===== config.mk =====
export PLATFORM = sky130hd
export DESIGN_NAME = control_sequencer_flat
export DESIGN_NICKNAME = d
export VERILOG_FILES = /design/src/rtl/control_sequencer_pkg.sv /design/src/rtl/control_sequencer_if.sv /design/src/rtl/control_sequencer_op_decode.sv /design/src/rtl/control_sequencer.sv /design/src/flat_wrapper.sv
export SDC_FILE = /design/constraint.sdc
export NUM_CORES = 1
export LEC_CHECK = 0
export CAP_MARGIN = 40
export CORE_UTILIZATION = 45
export CTS_CLUSTER_SIZE = 14
export DETAILED_ROUTE_END_ITERATION = 10
export PLACE_DENSITY = 0.93
export SYNTH_ARGS = -nofsm -noshare
export SYNTH_HDL_FRONTEND = slang
export SYNTH_SLANG_ARGS = --single-unit
export TNS_END_PERCENT = 20

===== constraint.sdc =====
create_clock -name Clock -period 3.5 [get_ports Clock]
set_clock_uncertainty 0.15 [all_clocks]
set_input_delay 0.525 -clock Clock [delete_from_list [all_inputs] [get_ports Clock]]
set_output_delay 0.525 -clock Clock [all_outputs]
set_load 0.01 [all_outputs]

===== src/rtl/control_sequencer_pkg.sv =====
// Shared types for the hardwired control sequencer:
// opcodes, ALU operation codes, FSM states and IR field positions.
package cpu_ctrl_pkg;

    localparam int OPW = 5;

    localparam int IR_OP_HI = 31;
    localparam int IR_OP_LO = 27;
    localparam int IR_RA_HI = 26;
    localparam int IR_RA_LO = 23;
    localparam int IR_RB_HI = 22;
    localparam int IR_RB_LO = 19;
    localparam int IR_RC_HI = 18;
    localparam int IR_RC_LO = 15;

    localparam logic [OPW-1:0] OP_ADD  = 5'b00000;
    localparam logic [OPW-1:0] OP_SUB  = 5'b00001;
    localparam logic [OPW-1:0] OP_SHR  = 5'b00010;
    localparam logic [OPW-1:0] OP_SHL  = 5'b00011;
    localparam logic [OPW-1:0] OP_ROR  = 5'b00100;
    localparam logic [OPW-1:0] OP_ROL  = 5'b00101;
    localparam logic [OPW-1:0] OP_AND  = 5'b00110;
    localparam logic [OPW-1:0] OP_OR   = 5'b00111;
    localparam logic [OPW-1:0] OP_MUL  = 5'b01000;
    localparam logic [OPW-1:0] OP_DIV  = 5'b01001;
    localparam logic [OPW-1:0] OP_NEG  = 5'b01010;
    localparam logic [OPW-1:0] OP_NOT  = 5'b01011;
    localparam logic [OPW-1:0] OP_HALT = 5'b11010;

    typedef enum logic [3:0] {
        ALU_NOP,
        ALU_ADD,
        ALU_SUB,
        ALU_SHR,
        ALU_SHL,
        ALU_ROR,
        ALU_ROL,
        ALU_AND,
        ALU_OR,
        ALU_MUL,
        ALU_DIV,
        ALU_NEG,
        ALU_NOT,
        ALU_INC
    } alu_op_t;

    typedef enum logic [3:0] {
        S_RST,
        S_T0,
        S_T1,
        S_T1W,
        S_T2,
        S_T3,
        S_T4,
        S_T5,
        S_T6,
        S_HALT,
        S_FAULT
    } state_t;

    typedef struct packed {
        alu_op_t alu_op;
        logic    is_binary;
        logic    is_unary;
        logic    is_muldiv;
        logic    is_halt;
        logic    is_illegal;
    } dec_t;

    function automatic logic is_active(state_t s);
        return !(s inside {S_RST, S_HALT, S_FAULT});
    endfunction

endpackage


===== src/rtl/control_sequencer_if.sv =====
// Control bundle between the sequencer (master) and the single-bus
// datapath (slave): IR/handshake inputs and all strobes.
interface control_sequencer_if
    import cpu_ctrl_pkg::*;
#(
    parameter int CNTW = 16
);

    logic [31:0]     IR;
    logic            Mem_ready;
    logic            Stop;

    logic            PCout;
    logic            Zhiout;
    logic            Zlowout;
    logic            MDRout;

    logic            MARin;
    logic            PCin;
    logic            MDRin;
    logic            IRin;
    logic            Yin;
    logic            Zin;
    logic            HIin;
    logic            LOin;

    logic            IncPC;
    logic            Read;

    logic            Gra;
    logic            Grb;
    logic            Grc;
    logic            Rin;
    logic            Rout;

    alu_op_t         alu_op;
    logic            Run;
    logic            Illegal;
    logic [CNTW-1:0] instr_count;

    modport master (
        input  IR, Mem_ready, Stop,
        output PCout, Zhiout, Zlowout, MDRout,
        output MARin, PCin, MDRin, IRin, Yin, Zin, HIin, LOin,
        output IncPC, Read,
        output Gra, Grb, Grc, Rin, Rout,
        output alu_op, Run, Illegal, instr_count
    );

    modport slave (
        output IR, Mem_ready, Stop,
        input  PCout, Zhiout, Zlowout, MDRout,
        input  MARin, PCin, MDRin, IRin, Yin, Zin, HIin, LOin,
        input  IncPC, Read,
        input  Gra, Grb, Grc, Rin, Rout,
        input  alu_op, Run, Illegal, instr_count
    );

endinterface


===== src/rtl/control_sequencer_op_decode.sv =====
// Opcode classifier: maps IR[31:27] to an ALU op and an
// instruction class that steers the T3..T6 sequence.
module op_decode
    import cpu_ctrl_pkg::*;
(
    input  logic [OPW-1:0] opcode,
    output dec_t           dec
);

    always_comb begin
        dec        = '0;
        dec.alu_op = ALU_NOP;
        unique case (opcode)
            OP_ADD: begin
                dec.alu_op    = ALU_ADD;
                dec.is_binary = 1'b1;
            end
            OP_SUB: begin
                dec.alu_op    = ALU_SUB;
                dec.is_binary = 1'b1;
            end
            OP_SHR: begin
                dec.alu_op    = ALU_SHR;
                dec.is_binary = 1'b1;
            end
            OP_SHL: begin
                dec.alu_op    = ALU_SHL;
                dec.is_binary = 1'b1;
            end
            OP_ROR: begin
                dec.alu_op    = ALU_ROR;
                dec.is_binary = 1'b1;
            end
            OP_ROL: begin
                dec.alu_op    = ALU_ROL;
                dec.is_binary = 1'b1;
            end
            OP_AND: begin
                dec.alu_op    = ALU_AND;
                dec.is_binary = 1'b1;
            end
            OP_OR: begin
                dec.alu_op    = ALU_OR;
                dec.is_binary = 1'b1;
            end
            OP_MUL: begin
                dec.alu_op    = ALU_MUL;
                dec.is_binary = 1'b1;
                dec.is_muldiv = 1'b1;
            end
            OP_DIV: begin
                dec.alu_op    = ALU_DIV;
                dec.is_binary = 1'b1;
                dec.is_muldiv = 1'b1;
            end
            OP_NEG: begin
                dec.alu_op   = ALU_NEG;
                dec.is_unary = 1'b1;
            end
            OP_NOT: begin
                dec.alu_op   = ALU_NOT;
                dec.is_unary = 1'b1;
            end
            OP_HALT: dec.is_halt = 1'b1;
            default: dec.is_illegal = 1'b1;
        endcase
    end

endmodule


===== src/rtl/control_sequencer.sv =====
// Moore fetch/decode/execute sequencer for the single-bus datapath;
// one micro-step per clock, strobes decoded from state and opcode.
module control_sequencer
    import cpu_ctrl_pkg::*;
#(
    parameter int OPW        = 5,
    parameter int CNTW       = 16,
    parameter int WAIT_LIMIT = 15
) (
    input  logic                Clock,
    input  logic                Clear,
    control_sequencer_if.master ctrl
);

    localparam int WW = $clog2(WAIT_LIMIT + 1);

    state_t          state;
    state_t          retire_next;
    logic [WW-1:0]   wait_cnt;
    logic [CNTW-1:0] count;
    logic [OPW-1:0]  opcode;
    logic            retire;
    logic            unused_ir;
    dec_t            dec;

    assign opcode    = ctrl.IR[IR_OP_HI -: OPW];
    assign unused_ir = ^ctrl.IR[IR_OP_LO-1:0];

    op_decode u_dec (
        .opcode (opcode),
        .dec    (dec)
    );

    assign retire = (state == S_T5 && !dec.is_muldiv)
                 || (state == S_T6);

    assign retire_next = ctrl.Stop ? S_HALT : S_T0;

    always_ff @(posedge Clock) begin
        if (Clear) begin
            state    <= S_RST;
            wait_cnt <= '0;
            count    <= '0;
        end else begin
            unique case (state)
                S_RST: state <= S_T0;
                S_T0:  state <= S_T1;
                S_T1:  state <= ctrl.Mem_ready ? S_T2 : S_T1W;
                S_T1W: begin
                    if (ctrl.Mem_ready) begin
                        state    <= S_T2;
                        wait_cnt <= '0;
                    end else if (wait_cnt == WW'(WAIT_LIMIT - 1)) begin
                        state    <= S_FAULT;
                        wait_cnt <= '0;
                    end else begin
                        wait_cnt <= wait_cnt + 1'b1;
                    end
                end
                S_T2: state <= S_T3;
                S_T3: begin
                    unique case (1'b1)
                        dec.is_binary: state <= S_T4;
                        dec.is_unary:  state <= S_T5;
                        dec.is_halt:   state <= S_HALT;
                        default:       state <= S_FAULT;
                    endcase
                end
                S_T4: state <= S_T5;
                S_T5: state <= dec.is_muldiv ? S_T6 : retire_next;
                S_T6: state <= retire_next;
                S_HALT:  state <= S_HALT;
                S_FAULT: state <= S_FAULT;
                default: state <= S_FAULT;
            endcase
            if (retire) begin
                count <= count + 1'b1;
            end
        end
    end

    // Strobes depend only on state and IR opcode; never on Mem_ready/Stop.
    always_comb begin
        ctrl.PCout   = 1'b0;
        ctrl.Zhiout  = 1'b0;
        ctrl.Zlowout = 1'b0;
        ctrl.MDRout  = 1'b0;
        ctrl.MARin   = 1'b0;
        ctrl.PCin    = 1'b0;
        ctrl.MDRin   = 1'b0;
        ctrl.IRin    = 1'b0;
        ctrl.Yin     = 1'b0;
        ctrl.Zin     = 1'b0;
        ctrl.HIin    = 1'b0;
        ctrl.LOin    = 1'b0;
        ctrl.IncPC   = 1'b0;
        ctrl.Read    = 1'b0;
        ctrl.Gra     = 1'b0;
        ctrl.Grb     = 1'b0;
        ctrl.Grc     = 1'b0;
        ctrl.Rin     = 1'b0;
        ctrl.Rout    = 1'b0;
        ctrl.alu_op  = ALU_NOP;
        unique case (state)
            S_T0: begin
                ctrl.PCout  = 1'b1;
                ctrl.MARin  = 1'b1;
                ctrl.IncPC  = 1'b1;
                ctrl.Zin    = 1'b1;
                ctrl.alu_op = ALU_INC;
            end
            S_T1: begin
                ctrl.Zlowout = 1'b1;
                ctrl.PCin    = 1'b1;
                ctrl.Read    = 1'b1;
                ctrl.MDRin   = 1'b1;
            end
            S_T1W: begin
                ctrl.Read  = 1'b1;
                ctrl.MDRin = 1'b1;
            end
            S_T2: begin
                ctrl.MDRout = 1'b1;
                ctrl.IRin   = 1'b1;
            end
            S_T3: begin
                if (dec.is_binary) begin
                    ctrl.Grb  = 1'b1;
                    ctrl.Rout = 1'b1;
                    ctrl.Yin  = 1'b1;
                end else if (dec.is_unary) begin
                    ctrl.Grb    = 1'b1;
                    ctrl.Rout   = 1'b1;
                    ctrl.Zin    = 1'b1;
                    ctrl.alu_op = dec.alu_op;
                end
            end
            S_T4: begin
                ctrl.Grc    = 1'b1;
                ctrl.Rout   = 1'b1;
                ctrl.Zin    = 1'b1;
                ctrl.alu_op = dec.alu_op;
            end
            S_T5: begin
                ctrl.Zlowout = 1'b1;
                if (dec.is_muldiv) begin
                    ctrl.LOin = 1'b1;
                end else begin
                    ctrl.Gra = 1'b1;
                    ctrl.Rin = 1'b1;
                end
            end
            S_T6: begin
                ctrl.Zhiout = 1'b1;
                ctrl.HIin   = 1'b1;
            end
            default: ;
        endcase
    end

    assign ctrl.Run         = is_active(state);
    assign ctrl.Illegal     = (state == S_FAULT);
    assign ctrl.instr_count = count;

endmodule

===== src/flat_wrapper.sv =====
// flat-port wrapper written by rule: the top's interface ports become plain ports
module control_sequencer_flat import cpu_ctrl_pkg::*;
#(
    parameter int OPW        = 5,
    parameter int CNTW       = 16,
    parameter int WAIT_LIMIT = 15
)
  (Clock, Clear, ctrl_IR, ctrl_Mem_ready, ctrl_Stop, ctrl_PCout, ctrl_Zhiout, ctrl_Zlowout, ctrl_MDRout, ctrl_MARin, ctrl_PCin, ctrl_MDRin, ctrl_IRin, ctrl_Yin, ctrl_Zin, ctrl_HIin, ctrl_LOin, ctrl_IncPC, ctrl_Read, ctrl_Gra, ctrl_Grb, ctrl_Grc, ctrl_Rin, ctrl_Rout, ctrl_alu_op, ctrl_Run, ctrl_Illegal, ctrl_instr_count);
  control_sequencer_if #(.CNTW(CNTW)) ctrl_i ();
  input  logic Clock;
  input  logic Clear;
  input wire logic [$bits(ctrl_i.IR)-1:0] ctrl_IR;
  input wire logic [$bits(ctrl_i.Mem_ready)-1:0] ctrl_Mem_ready;
  input wire logic [$bits(ctrl_i.Stop)-1:0] ctrl_Stop;
  output wire logic [$bits(ctrl_i.PCout)-1:0] ctrl_PCout;
  output wire logic [$bits(ctrl_i.Zhiout)-1:0] ctrl_Zhiout;
  output wire logic [$bits(ctrl_i.Zlowout)-1:0] ctrl_Zlowout;
  output wire logic [$bits(ctrl_i.MDRout)-1:0] ctrl_MDRout;
  output wire logic [$bits(ctrl_i.MARin)-1:0] ctrl_MARin;
  output wire logic [$bits(ctrl_i.PCin)-1:0] ctrl_PCin;
  output wire logic [$bits(ctrl_i.MDRin)-1:0] ctrl_MDRin;
  output wire logic [$bits(ctrl_i.IRin)-1:0] ctrl_IRin;
  output wire logic [$bits(ctrl_i.Yin)-1:0] ctrl_Yin;
  output wire logic [$bits(ctrl_i.Zin)-1:0] ctrl_Zin;
  output wire logic [$bits(ctrl_i.HIin)-1:0] ctrl_HIin;
  output wire logic [$bits(ctrl_i.LOin)-1:0] ctrl_LOin;
  output wire logic [$bits(ctrl_i.IncPC)-1:0] ctrl_IncPC;
  output wire logic [$bits(ctrl_i.Read)-1:0] ctrl_Read;
  output wire logic [$bits(ctrl_i.Gra)-1:0] ctrl_Gra;
  output wire logic [$bits(ctrl_i.Grb)-1:0] ctrl_Grb;
  output wire logic [$bits(ctrl_i.Grc)-1:0] ctrl_Grc;
  output wire logic [$bits(ctrl_i.Rin)-1:0] ctrl_Rin;
  output wire logic [$bits(ctrl_i.Rout)-1:0] ctrl_Rout;
  output wire logic [$bits(ctrl_i.alu_op)-1:0] ctrl_alu_op;
  output wire logic [$bits(ctrl_i.Run)-1:0] ctrl_Run;
  output wire logic [$bits(ctrl_i.Illegal)-1:0] ctrl_Illegal;
  output wire logic [$bits(ctrl_i.instr_count)-1:0] ctrl_instr_count;
  assign ctrl_i.IR = ctrl_IR;
  assign ctrl_i.Mem_ready = ctrl_Mem_ready;
  assign ctrl_i.Stop = ctrl_Stop;
  assign ctrl_PCout = ctrl_i.PCout;
  assign ctrl_Zhiout = ctrl_i.Zhiout;
  assign ctrl_Zlowout = ctrl_i.Zlowout;
  assign ctrl_MDRout = ctrl_i.MDRout;
  assign ctrl_MARin = ctrl_i.MARin;
  assign ctrl_PCin = ctrl_i.PCin;
  assign ctrl_MDRin = ctrl_i.MDRin;
  assign ctrl_IRin = ctrl_i.IRin;
  assign ctrl_Yin = ctrl_i.Yin;
  assign ctrl_Zin = ctrl_i.Zin;
  assign ctrl_HIin = ctrl_i.HIin;
  assign ctrl_LOin = ctrl_i.LOin;
  assign ctrl_IncPC = ctrl_i.IncPC;
  assign ctrl_Read = ctrl_i.Read;
  assign ctrl_Gra = ctrl_i.Gra;
  assign ctrl_Grb = ctrl_i.Grb;
  assign ctrl_Grc = ctrl_i.Grc;
  assign ctrl_Rin = ctrl_i.Rin;
  assign ctrl_Rout = ctrl_i.Rout;
  assign ctrl_alu_op = ctrl_i.alu_op;
  assign ctrl_Run = ctrl_i.Run;
  assign ctrl_Illegal = ctrl_i.Illegal;
  assign ctrl_instr_count = ctrl_i.instr_count;
  control_sequencer #(.OPW(OPW), .CNTW(CNTW), .WAIT_LIMIT(WAIT_LIMIT)) u_core (.Clock(Clock), .Clear(Clear), .ctrl(ctrl_i));
endmodule

==> results of run 1 <==
==> worst reg2reg max path, stage by stage (launching register included) <==
cell and delay (ns):
dfxtp_1 0.75, and4b_1 0.34, a21oi_2 0.07, buf_4 0.23, nor4_1 0.40, mux2_4 0.33
==> cells by family (layout without fill, tap and decap cells) <==
| family | Yosys count | in the layout | synth area share (%) |
|---|---|---|---|
| simple gates | 95 | 95 | 34.0 |
| compound gates | 57 | 57 | 20.6 |
| buf+inv | 28 | 64 | 9.75 |
| flops | 24 | 24 | 29.0 |
| mux | 4 | 4 | 2.72 |
| fa+ha+maj | 3 | 3 | 2.27 |
| xor+xnor | 3 | 3 | 1.59 |
==> state kept, by name (all words and copies together), names as in the netlist <==
name / count
u_core.ctrl.instr_count: 16
u_core.state: 4
u_core.wait_cnt: 4
==> cell usage after synthesis, drive strengths merged (2+ instances only) <==
| cell type | instances |
|---|---|
| or3 | 7 |
| and4 | 2 |
| nor4 | 3 |
| xor2 | 2 |
| a211oi | 2 |
| or2 | 3 |
| nand2b | 7 |
| or4 | 9 |
| nor3b | 2 |
| nor3 | 6 |
| and3 | 2 |
| mux2i | 3 |
| o21ai | 13 |
| nand4b | 2 |
| or4b | 2 |
| o31ai | 8 |
| nand3 | 10 |
| dfxtp | 24 |
| a31oi | 2 |
| ha | 3 |
| clkbuf | 6 |
| a21oi | 25 |
| nand2 | 11 |
| and2 | 3 |
| nor2 | 18 |
| buf | 15 |
| inv | 7 |
| nand4 | 4 |
==> worst max path at each step <==
stage	start	endpoint	slack (ns)	depth (start not counted)
after floorplan	u_core.state[1]$_SDFFE_PP0P_	ctrl_alu_op[2]	1.18	4
after global placement	ctrl_IR[28]	ctrl_LOin	0.45	4
after detailed placement	ctrl_IR[28]	ctrl_LOin	0.44	4
after CTS	u_core.state[2]$_SDFFE_PP0P_	ctrl_Rout	0.40	5
after global routing	u_core.state[2]$_SDFFE_PP0P_	ctrl_Rout	0.24	5
final	u_core.state[2]$_SDFFE_PP0P_	ctrl_Rout	0.39	5
==> power groups by stage <==
stage / Sequential, µW / Combinational (µW) / Clock (µW)
floorplan: 294 / 167 / 0
global placement: 312 / 239 / 0
detailed placement: 313 / 243 / 0
CTS: 307 / 244 / 191
global route: 311 / 266 / 205
finish: 307 / 243 / 190
==> cell usage in the layout (no fill, tap or decap), types with 2 or more instances in the layout <==
master	count
xor2_1	2
clkbuf_8	4
o31ai_1	8
o21ai_0	8
dfxtp_1	24
nand2b_1	7
clkdlybuf4s50_1	49
buf_4	4
nor3b_1	2
nand2_1	11
a21oi_1	24
nor2_1	18
mux2i_1	3
nand4b_1	2
and3_1	2
or4_1	9
nand4_1	4
a211oi_1	2
or3_1	7
o21ai_1	5
inv_1	7
nor3_1	6
nand3_1	10
ha_1	3
nor4_1	3
and4_1	2
or2_2	2
and2_1	3
a31oi_1	2
==> area by class of cell <==
type / instances / area, µm² / share of cell area, %
multi-input combinational: 162 / 1010 / 47.1
timing repair buffer: 53 / 520 / 24.2
sequential: 24 / 480 / 22.3
tap: 46 / 57.6 / 2.67
clock buffer: 4 / 55.1 / 2.56
inverter: 7 / 26.3 / 1.22
==> metal layers <==
| layer | part of all wire (%) | vias up | global-route usage (%) |
|---|---|---|---|
| met4 | 1.0 | 0 | 5.52 |
| met5 | 0 | - | 0 |
| met3 | 4.2 | 4 | 3.65 |
| met1 | 45 | 797 | 25.1 |
| li1 | - | 861 | - |
| met2 | 50 | 54 | 35.7 |
==> per-stage QoR <==
stage	setup WS [ns]	power (µW)	utilization, %
6_report	0.389	739	62.6
5_1_grt	0.237	782	62.6
4_1_cts	0.404	742	62.6
3_5_place_dp	0.442	557	61.0
3_3_place_gp	0.448	551	61.0
2_1_floorplan	1.18	461	-
==> results.py, run 1 <==
metrics = {
    "logic_synthesis": {
        "synthTopCellsByArea": "dfxtp_1 (29%), a21oi_1 (7.3%), nor2_1 (4.1%)",
        "ys_ff_latch": 24,
        "synthesis.nets": 253,
        "synth_cell_type_count": 48,
        "synth_top_area_cell": "dfxtp_1",
        "synth_top_area_share_pct": 29.0,
        "ys_seq_area_share_pct": 29.0,
        "synth_area_mm2": 0.00166,
        "syn_avg_cell_area_um2": 7.74,
        "ys.flop_type": "dfxtp_1",
        "synth-edff-count": 0,
        "synthCells": 214,
        "async_reset_ff_share_pct": 0,
        "ys_warn_count": 0,
    },
    "layout": {
        "final_cells": 296,
        "syn2layout_area_growth_pct": 30.1,
        "drive_gt1_share_pct": 5.60,
        "layout.nets": 290,
        "fillers": 292,
        "fin_area_mm2": 0.00215,
        "n_antenna_cell": 0,
    },
    "floorplanning": {
        "start_util_pct": 48.1,
        "die_h_um": 62.7,
        "coreArea_mm2": 0.00344,
        "ios": 77,
        "fp-row-count": 21,
        "die_x_um": 62.7,
        "dieArea_mm2": 0.00393,
    },
    "power_and_ir_drop": {
        "clockPowerShare_pct": 25.6,
        "p_per_area_mw_per_mm2": 343,
        "p_comb_share_pct": 32.8,
        "seq_power_share_pct": 41.5,
        "p_int_uw": 511,
        "peakVddDrop_v": 0.000226,
        "switchingPower_uw": 228,
        "swShare_pct": 30.9,
        "p_leak_uw": 0.000721,
    },
    "drt": {
        "drcViolationCount": 0,
        "via_per_inst": 5.80,
        "wirelength_um": 3860,
        "drtPass1Iterations": 4,
        "vias": 1716,
        "wire_per_inst_um": 13.0,
        "final_antenna_net_count": 0,
        "dr.first_iter.drc_count": 112,
    },
    "critical_path": {
        "crit_path_start_kind": "register",
        "crit_path_top_delay_cell": "dfxtp_1",
        "critPathArrivalTime_ns": 2.44,
        "crit_path_end_kind": "primary output",
        "rrSetupSlack_ns": 1.14,
        "required_ns": 2.82,
        "worst-path-buf-inv": 1,
        "r2r_start": "u_core.state[2]$_SDFFE_PP0P_",
        "cpPeakStageDelay_ns": 0.75,
        "ff2ff_path_depth": 5,
        "worstReg2RegEnd": "u_core.ctrl.instr_count[13]$_SDFFE_PP0P_",
        "crit_type": "register to primary output",
        "crit_fanout": 19,
        "critPathTopFamily": "flip-flops",
        "crit_path_cell_trace": "nand2_1 > nor3_1 > a21boi_0 > or2_2 > clkdlybuf4s50_1",
    },
    "hold_path": {
        "holdPathEnd": "u_core.ctrl.instr_count[15]$_SDFFE_PP0P_",
        "hp-class": "register to register",
        "hold-path-cell-count": 2,
        "hp-start": "u_core.ctrl.instr_count[15]$_SDFFE_PP0P_",
    },
    "grt": {
        "grt_max_degree": 30,
        "grt.overflow.total": 0,
        "grt_pass1_wl_um": 6570,
        "track_usage_pct": 20.3,
        "grt_pass1_vias": 1461,
        "antenna_found_initial": 0,
    },
    "sta": {
        "drv_slew": 0,
        "final.min_clock_period_ns": 3.11,
        "tightest_slew_ns": 0.652,
        "slew_headroom_pct": 56.5,
        "setup_viol": 0,
        "rsz0062_at_grt": "no",
        "setup_tns_ns": 0,
        "holdWs_ns": 0.332,
        "finalHoldViolCount": 0,
        "fmax_mhz": 321,
        "fin_crit_sh_pct": 88.9,
    },
    "placement": {
        "place_congestion": 0.787,
        "dpl_cell_area_mm2": 0.00210,
        "dpl.cell_count": 292,
        "io_buffers": 49,
        "place_hpwl_um": 2750,
    },
    "clock_network": {
        "cts_tree": "built",
        "ctsHoldBuffers": 0,
        "clk-insertion-delay-late_ns": 0.27,
        "h-tree-depth": 1,
        "cts-root-buf": "clkbuf_8",
        "cts_resized": 0,
        "cts_buffers": 3,
        "cts_setup_buffers": 0,
        "clock-sinks": 24,
        "clk_path_buf_depth": 2,
        "clk_pin_slew_ns": 0.09,
    },
    "flow_run": {
        "drv_cap": 0,
    },
    "outcome": {
        "status": "completed",
    },
}
Power figures use the tool's default switching activity.
==> inputs of run 2 (changes only) <==
SLEW_MARGIN = 20   (was unset)
==> results of run 2 <==
The final DEF is identical to that of run 1; final timing and power are the same.
